<file path="src/rtl/ehl_timer_cpt_fifo.sv">
// Show-ahead FIFO for timer capture samples, with overflow/stop sticky status
// and a registered interrupt line.
module ehl_timer_cpt_fifo #(
    parameter int WIDTH      = 32,
    parameter int DEPTH_LOG2 = 2
) (
    input  logic                  tmr_clk,
    input  logic                  tmr_reset,
    input  logic                  capture,
    input  logic [WIDTH-1:0]      tmr_cpt,
    input  logic                  stop,
    input  logic                  flush,
    input  logic                  rd_en,
    output logic [WIDTH-1:0]      rd_data,
    output logic                  rd_valid,
    output logic [DEPTH_LOG2:0]   level,
    output logic                  full,
    input  logic [DEPTH_LOG2:0]   thr,
    input  logic [2:0]            irq_en,
    input  logic [2:0]            irq_clr,
    output logic [2:0]            irq_status,
    output logic                  irq
);

    localparam int DEPTH = 1 << DEPTH_LOG2;

    logic [WIDTH-1:0]      mem_q [DEPTH];
    logic [DEPTH_LOG2:0]   wr_ptr_q, wr_ptr_d;
    logic [DEPTH_LOG2:0]   rd_ptr_q, rd_ptr_d;
    logic                  ovf_q, ovf_d;
    logic                  stp_q, stp_d;
    logic                  irq_q, irq_d;

    logic [DEPTH_LOG2-1:0] wr_idx, rd_idx;
    logic                  empty, full_w;
    logic                  push, pop, ovf_evt;
    logic [DEPTH_LOG2:0]   level_d;
    logic                  thr_hit, thr_hit_d;
    logic [2:0]            status_d;

    assign wr_idx = wr_ptr_q[DEPTH_LOG2-1:0];
    assign rd_idx = rd_ptr_q[DEPTH_LOG2-1:0];
    assign empty  = (wr_ptr_q == rd_ptr_q);
    assign full_w = (wr_idx == rd_idx) && (wr_ptr_q[DEPTH_LOG2] != rd_ptr_q[DEPTH_LOG2]);

    // A pop in the same cycle frees a slot, so a capture at full is still accepted.
    assign pop     = rd_en && !empty;
    assign push    = capture && (!full_w || pop);
    assign ovf_evt = capture && full_w && !pop;

    always_comb begin
        wr_ptr_d = wr_ptr_q;
        rd_ptr_d = rd_ptr_q;
        if (flush) begin
            wr_ptr_d = '0;
            rd_ptr_d = '0;
        end else begin
            if (push) wr_ptr_d = wr_ptr_q + 1'b1;
            if (pop)  rd_ptr_d = rd_ptr_q + 1'b1;
        end
    end

    // Set beats clear; flush clears overflow but leaves the stop flag alone.
    always_comb begin
        ovf_d = ovf_q;
        if (flush)             ovf_d = 1'b0;
        else if (ovf_evt)      ovf_d = 1'b1;
        else if (irq_clr[1])   ovf_d = 1'b0;

        stp_d = stp_q;
        if (stop)              stp_d = 1'b1;
        else if (irq_clr[2])   stp_d = 1'b0;
    end

    assign level_d   = wr_ptr_d - rd_ptr_d;
    assign thr_hit_d = (thr != '0) && (level_d >= thr);
    assign status_d  = {stp_d, ovf_d, thr_hit_d};
    assign irq_d     = |(status_d & irq_en);

    always_ff @(posedge tmr_clk) begin
        if (tmr_reset) begin
            wr_ptr_q <= '0;
            rd_ptr_q <= '0;
            ovf_q    <= 1'b0;
            stp_q    <= 1'b0;
            irq_q    <= 1'b0;
        end else begin
            wr_ptr_q <= wr_ptr_d;
            rd_ptr_q <= rd_ptr_d;
            ovf_q    <= ovf_d;
            stp_q    <= stp_d;
            irq_q    <= irq_d;
        end
    end

    // Storage is deliberately left unreset; pointers alone define validity.
    always_ff @(posedge tmr_clk) begin
        if (!tmr_reset && !flush && push) begin
            mem_q[wr_idx] <= tmr_cpt;
        end
    end

    assign level      = wr_ptr_q - rd_ptr_q;
    assign thr_hit    = (thr != '0) && (level >= thr);
    assign full       = full_w;
    assign rd_valid   = !empty;
    assign rd_data    = empty ? '0 : mem_q[rd_idx];
    assign irq_status = {stp_q, ovf_q, thr_hit};
    assign irq        = irq_q;

endmodule

</file>
<file path="config.mk">
export PLATFORM = sky130hd
export DESIGN_NAME = ehl_timer_cpt_fifo
export DESIGN_NICKNAME = d
export VERILOG_FILES = /design/src/rtl/ehl_timer_cpt_fifo.sv
export SDC_FILE = /design/constraint.sdc
export NUM_CORES = 1
export LEC_CHECK = 0
export ABC_AREA = 1
export CAP_MARGIN = 15
export CORE_UTILIZATION = 40
export CTS_CLUSTER_SIZE = 30
export DETAILED_ROUTE_END_ITERATION = 8
export SYNTH_ARGS = -nofsm -noshare
export SYNTH_HDL_FRONTEND = slang
export SYNTH_SLANG_ARGS = --single-unit
</file>
<file path="constraint.sdc">
create_clock -name tmr_clk -period 7.3 [get_ports tmr_clk]
set_input_delay 0.73 -clock tmr_clk [delete_from_list [all_inputs] [get_ports tmr_clk]]
set_output_delay 0.73 -clock tmr_clk [all_outputs]
set_load 0.01 [all_outputs]
</file>
* Yosys cells after proc, flatten, opt, wreduce, memory -nomap -nowiden
Memory sizes are Yosys's and may differ from the RTL's. A register that Yosys moved wholly into a read port is not among the register bits.
Index checks and enable logic that the tools add are counted.
** Operators by class
- Bitwise operators :: 1
- Multiplexer cells :: 13
- Add/sub/neg operators :: 4
- Equal/unequal tests :: 3
- Reduce and logical (&&, ||, !) cells :: 17
- $lt $le $gt $ge :: 2
** Operators by type and width (number)
- $mux W32 :: 1
- $mux W3 :: 4
- $logic_and A1 B1 Y1 :: 9
- $mux W1 :: 7
- $add A3 B1 Y3 const B :: 2
- $ge A3 B3 Y1 :: 2
- $sub A3 B3 Y3 :: 2
- $logic_not A1 Y1 :: 5
- $and A3 B3 Y3 :: 1
- $eq A3 B3 Y1 :: 1
- $reduce_bool A3 Y1 :: 1
- $reduce_or A3 Y1 :: 1
- $eq A2 B2 Y1 :: 1
- $mux W2 :: 1
- $logic_or A1 B1 Y1 :: 1
- $ne A1 B1 Y1 :: 1
** Storage, ports and cells
- Input port bits :: 47
- Memory bits (writable) :: 128
- Word-level logic and storage cells :: 46
- Memories kept :: 1
- Flip-flop bits (word level) :: 9
** Memories
- mem_q :: depth 4, width 32, rd ports 1, clocked after memory_dff 1, write ports 1, RTL line 27 : logic [WIDTH-1:0] mem_q [DEPTH];

* Longest topological paths before layout
- Word-level depth :: 12
- Mapped depth :: 21
- Gate-level depth less buffers :: 19

* Worst setup path before layout
Ideal clock, no wire load.
- Path kind :: register -> register
- Start point :: register rd_ptr_q[1]
- End point :: register irq_q, in the netlist irq
- Arrival time :: 3117 ps
- Clock period less this slack :: 3249 ps
- Path slack :: 4051 ps
- Cell stages (with the launch flop) :: 21
- Cell sequence :: dfxtp_1 -> buf_2 -> inv_1 -> buf_2 -> ha_1 -> nand2_1 -> inv_1 -> nand3_2 -> nand2_4 -> nor2_1 -> or3_1 -> ha_1 -> fa_1 -> inv_1 -> nand3_1 -> nand2_1 -> ha_1 -> a21oi_1 -> o211ai_1 -> a31oi_1 -> a21oi_1
** On the way
- Cells in the longest elaborated chain, start to end :: 12
** RTL lines
- start: declaration :: RTL line 29 : logic [DEPTH_LOG2:0] rd_ptr_q, rd_ptr_d;
- start signal: assignment :: RTL line 89 : rd_ptr_q <= rd_ptr_d;
- $eq A3 B3 Y1 or $eq A2 B2 Y1 (tied branches) :: RTL line 43, 44
- $logic_not A1 Y1 or $logic_and A1 B1 Y1 (tied branches) :: RTL line 47, 44
- $logic_and A1 B1 Y1 or $logic_not A1 Y1 (tied branches) :: RTL line 47, 48
- $logic_or A1 B1 Y1 :: RTL line 48 : assign push = capture && (!full_w || pop);
- $logic_and A1 B1 Y1 :: RTL line 48
- $mux W3 :: RTL line 58 : if (push) wr_ptr_d = wr_ptr_q + 1'b1;
- $mux W3 :: RTL line 54 : if (flush) begin
- $sub A3 B3 Y3 :: RTL line 75 : assign level_d = wr_ptr_d - rd_ptr_d;
- $ge A3 B3 Y1 :: RTL line 76 : assign thr_hit_d = (thr != '0) && (level_d >= thr);
- $logic_and A1 B1 Y1 :: RTL line 76
- $and A3 B3 Y3 * :: RTL line 78 : assign irq_d = |(status_d & irq_en);
- $reduce_or A3 Y1 * :: RTL line 78
- end signal: assignment :: RTL line 92 : irq_q <= irq_d;
- end: declaration :: RTL line 32 : logic irq_q, irq_d;
Mark *: on every way between the ends. The rest lies on a longest branch, timed or not.
A chain may end at the register's enable or synchronous reset.

* Worst setup path after layout
- Start point :: register rd_ptr_q[1]
- End point :: output port irq_status[0]
** On the way
- Cells in the longest elaborated chain, start to end :: 3
** RTL lines
- $sub A3 B3 Y3 :: RTL line 103 : assign level = wr_ptr_q - rd_ptr_q;
- $ge A3 B3 Y1 :: RTL line 104 : assign thr_hit = (thr != '0) && (level >= thr);
- $logic_and A1 B1 Y1 :: RTL line 104
- end: declaration :: RTL line 21 : output logic [2:0] irq_status,
No other way between the ends.

==> metrics.txt <==
row count=43; Most common cell on crit path=inv_1; Initial Utilization=0.414; Nets=around 650; Synth Warn #=0; final cell count without fillers=775; Area contributors post-synth=edfxtp_1, nor2_1, o21ai_0; Area Growth Syn to Fin=27.6%; routed len/inst=about 16 um; worst-path cell chain=inv_1 -> buf_4 -> fa_1 -> xnor2_1 -> ha_1 -> inv_1 -> nor2_1 -> o21ai_0 -> inv_1 -> clkdlybuf4s50_1; unrepaired setup endpoints after global routing=false; wire length on met3=746 um; Stages on worst setup path=10; top routing layer used=met4; total power=between 1500 and 2000 uW; first drt pass iteration count=5; maximum fanout along the worst path=35; I/O Buffers=86; status=completed; Worst Setup End Kind=output pin; clk sinks=between 100 and 150; Unique masters post-synth=26; Final Hold Viols=0; syn nets=around 570; global-route wire length before repair=between 15 and 20 mm; worst endpoint data arrival time=between 3000 and 4000 ps; final wirelength=around 12 mm; CTS buffer count=17; Max-Cap Viols=0; WP buf/inv=5; Cell Area, Synth=0.00579 sq mm; antenna violations before repair=0; M1 WL=between 5 and 6 mm; WS Path Type=reg -> out; initial DRC count=between 150 and 200; final core occ=0.528; Slew headroom=0.254; post-synth top area share=0.664; Syn Area/Cell=roughly 12 sq um; actual slew at the worst max-slew pin=roughly 1100 ps; P_leak=roughly 0.0026 uW; clk_lat worst skew=about 400 ps; Ports=88; Seq/Total Area, Yosys=0.695; Synth area leader=edfxtp_1; FF-to-FF path depth=18; power per cell area=between 200 and 300 mW/mm^2; Filler cells=1,214; Inserted Diodes=0; clock slew at reported path FFs=approximately 60 ps; dpl cells=about 740; type of origin of the critical path=flop; wire length on met2=about 6.2 mm; DPL Wire Length=~6.9 mm; CTS root buffer=clkbuf_16; Final min period=4190 ps; CP max stage delay=880 ps; peak supply drop=~0.00024 V; setup tns final=0 ps; hold path depth=2; number of hold buffers added after cts=0; detailed-route via count=around 3,800; fmax=~240 MHz; die extent in y=between 100 and 150 um; die area=0.0150 sq mm; post-route ant nets=0; cts repair resizes=0; max-slew violations=0; drt drc=0; CTS HTree Levels=4; EDFF count, synth=128; share of cells above drive strength 1=0.0840; Max clock buf depth=2; postcts setup bufs=0; Synth Flop Type=edfxtp_1; CTS tree=yes; Congestion Overflow GR=0; slowest CP cell=dfxtp_2; Setup Skew=~7.1 ps; Worst Hold Class=reg -> reg; hold slack=just over 500 ps; Cells after Synth=502; Seq cells post-synth=about 140; CP delay by family, top=buffers and inverters; DR vias/cell=about 5; async set-reset flop share out of synthesis=0; Final Cycle Share=0.574; RD Place Congestion=around 0.72; Core Box Area=between 0.01 and 0.015 sq mm; Final setup viols=0; largest net degree at the start of global routing=66; vias in the first global route=3,666; Critical Path RT=around 6600 ps; Die Width=122 um; Tot GR Track Use=0.174
==> cells in the mapped netlist (3+ instances only) <==
cell type  instances
edfxtp_1         128
nor4_1             3
nor3_1             3
nand2_1           12
clkbuf_1          10
dfxtp_1            9
ha_1              14
buf_4              3
nand3_1            7
a21oi_1           38
o21ai_0           67
nand2_2            5
nor2_1           146
buf_2             14
inv_1             27
==> power by group <==
group | internal [uW] | total [uW] | switching, uW
Sequential | 870 | 877 | 7.61
Clock | 532 | 834 | 303
Combinational | 91.7 | 192 | 101
==> cells in the final DEF (no fill, tap or decap) <==
master	netlist	final
a21oi_1	38	38
a31oi_1	1	1
buf_4	3	4
bufinv_16	0	3
clkbuf_1	10	1
clkbuf_16	0	17
clkdlybuf4s50_1	0	86
clkinv_1	0	1
clkinv_2	0	6
clkinv_4	0	2
clkinvlp_4	0	2
dfxtp_1	9	7
dfxtp_2	0	2
edfxtp_1	128	128
fa_1	2	2
ha_1	14	14
inv_1	27	27
inv_2	2	2
nand2_1	12	12
nand2_2	5	5
nand2_4	1	1
nand3_1	7	7
nand3_2	2	2
nand4_1	1	1
nor2_1	146	142
nor2_4	0	4
nor3_1	3	3
nor4_1	3	3
o211ai_1	1	1
o21ai_0	67	67
or3_1	1	1
xnor2_1	2	2
xor2_1	1	1
==> stage by stage <==
step	area, sq um	worst slack [ps]
final	7380	3110
after global routing	7380	2820
after CTS	7380	3000
after detailed placement	6800	3460
after global placement	6800	3450
after floorplan	5790	4050
==> area by class of cell <==
cell class / count / area, sq um / share of cell area
Inverter: 29 / 109 / 0.0147
Timing Repair Buffer: 90 / 891 / 0.121
Multi-Input combinational cell: 307 / 1550 / 0.210
Tap cell: 180 / 225 / 0.0305
Clock buffer: 18 / 429 / 0.0581
Clock inverter: 14 / 156 / 0.0212
Sequential cell: 137 / 4030 / 0.545
==> path summary, 6_finish.rpt <==
| check | slack (ps) | to | from |
|---|---|---|---|
| setup / recovery | 3110 | irq_status[0] | rd_ptr_q[1] |
| hold / removal | 510 | stp_q | stp_q |
| setup reg to reg | 3500 | irq | rd_ptr_q[1] |
| hold reg to reg | 510 | stp_q | stp_q |
==> layer usage <==
metal	GRT usage	vias up
met2	0.294	101
met1	0.209	1810
met4	0.0579	0
met5	0	-
li1	-	1907
met3	0.0548	4
==> flip-flops by register name, summed over array words and instances (netlist names) <==
register and flops:
mem_q 128, rd_ptr_q 3, wr_ptr_q 3, irq 1
ovf_q 1, stp_q 1
==> tightest hold or removal path, delay by kind of cell (launching register included) <==
kind | cells | cell delay (ps)
flops | 1 | 320
compound gates | 1 | 80
simple gates | 1 | 70
==> kinds of logic after synthesis <==
family | synth area share
and+or+nand+nor | 0.127
DFF | 0.695
AOI/OAI and AO/OA | 0.0932
buffers and inverters | 0.0426
adders and majority gates | 0.0372
xor gates and xnor gates | 0.00454
Note: power is estimated with default switching activity, not from simulation.
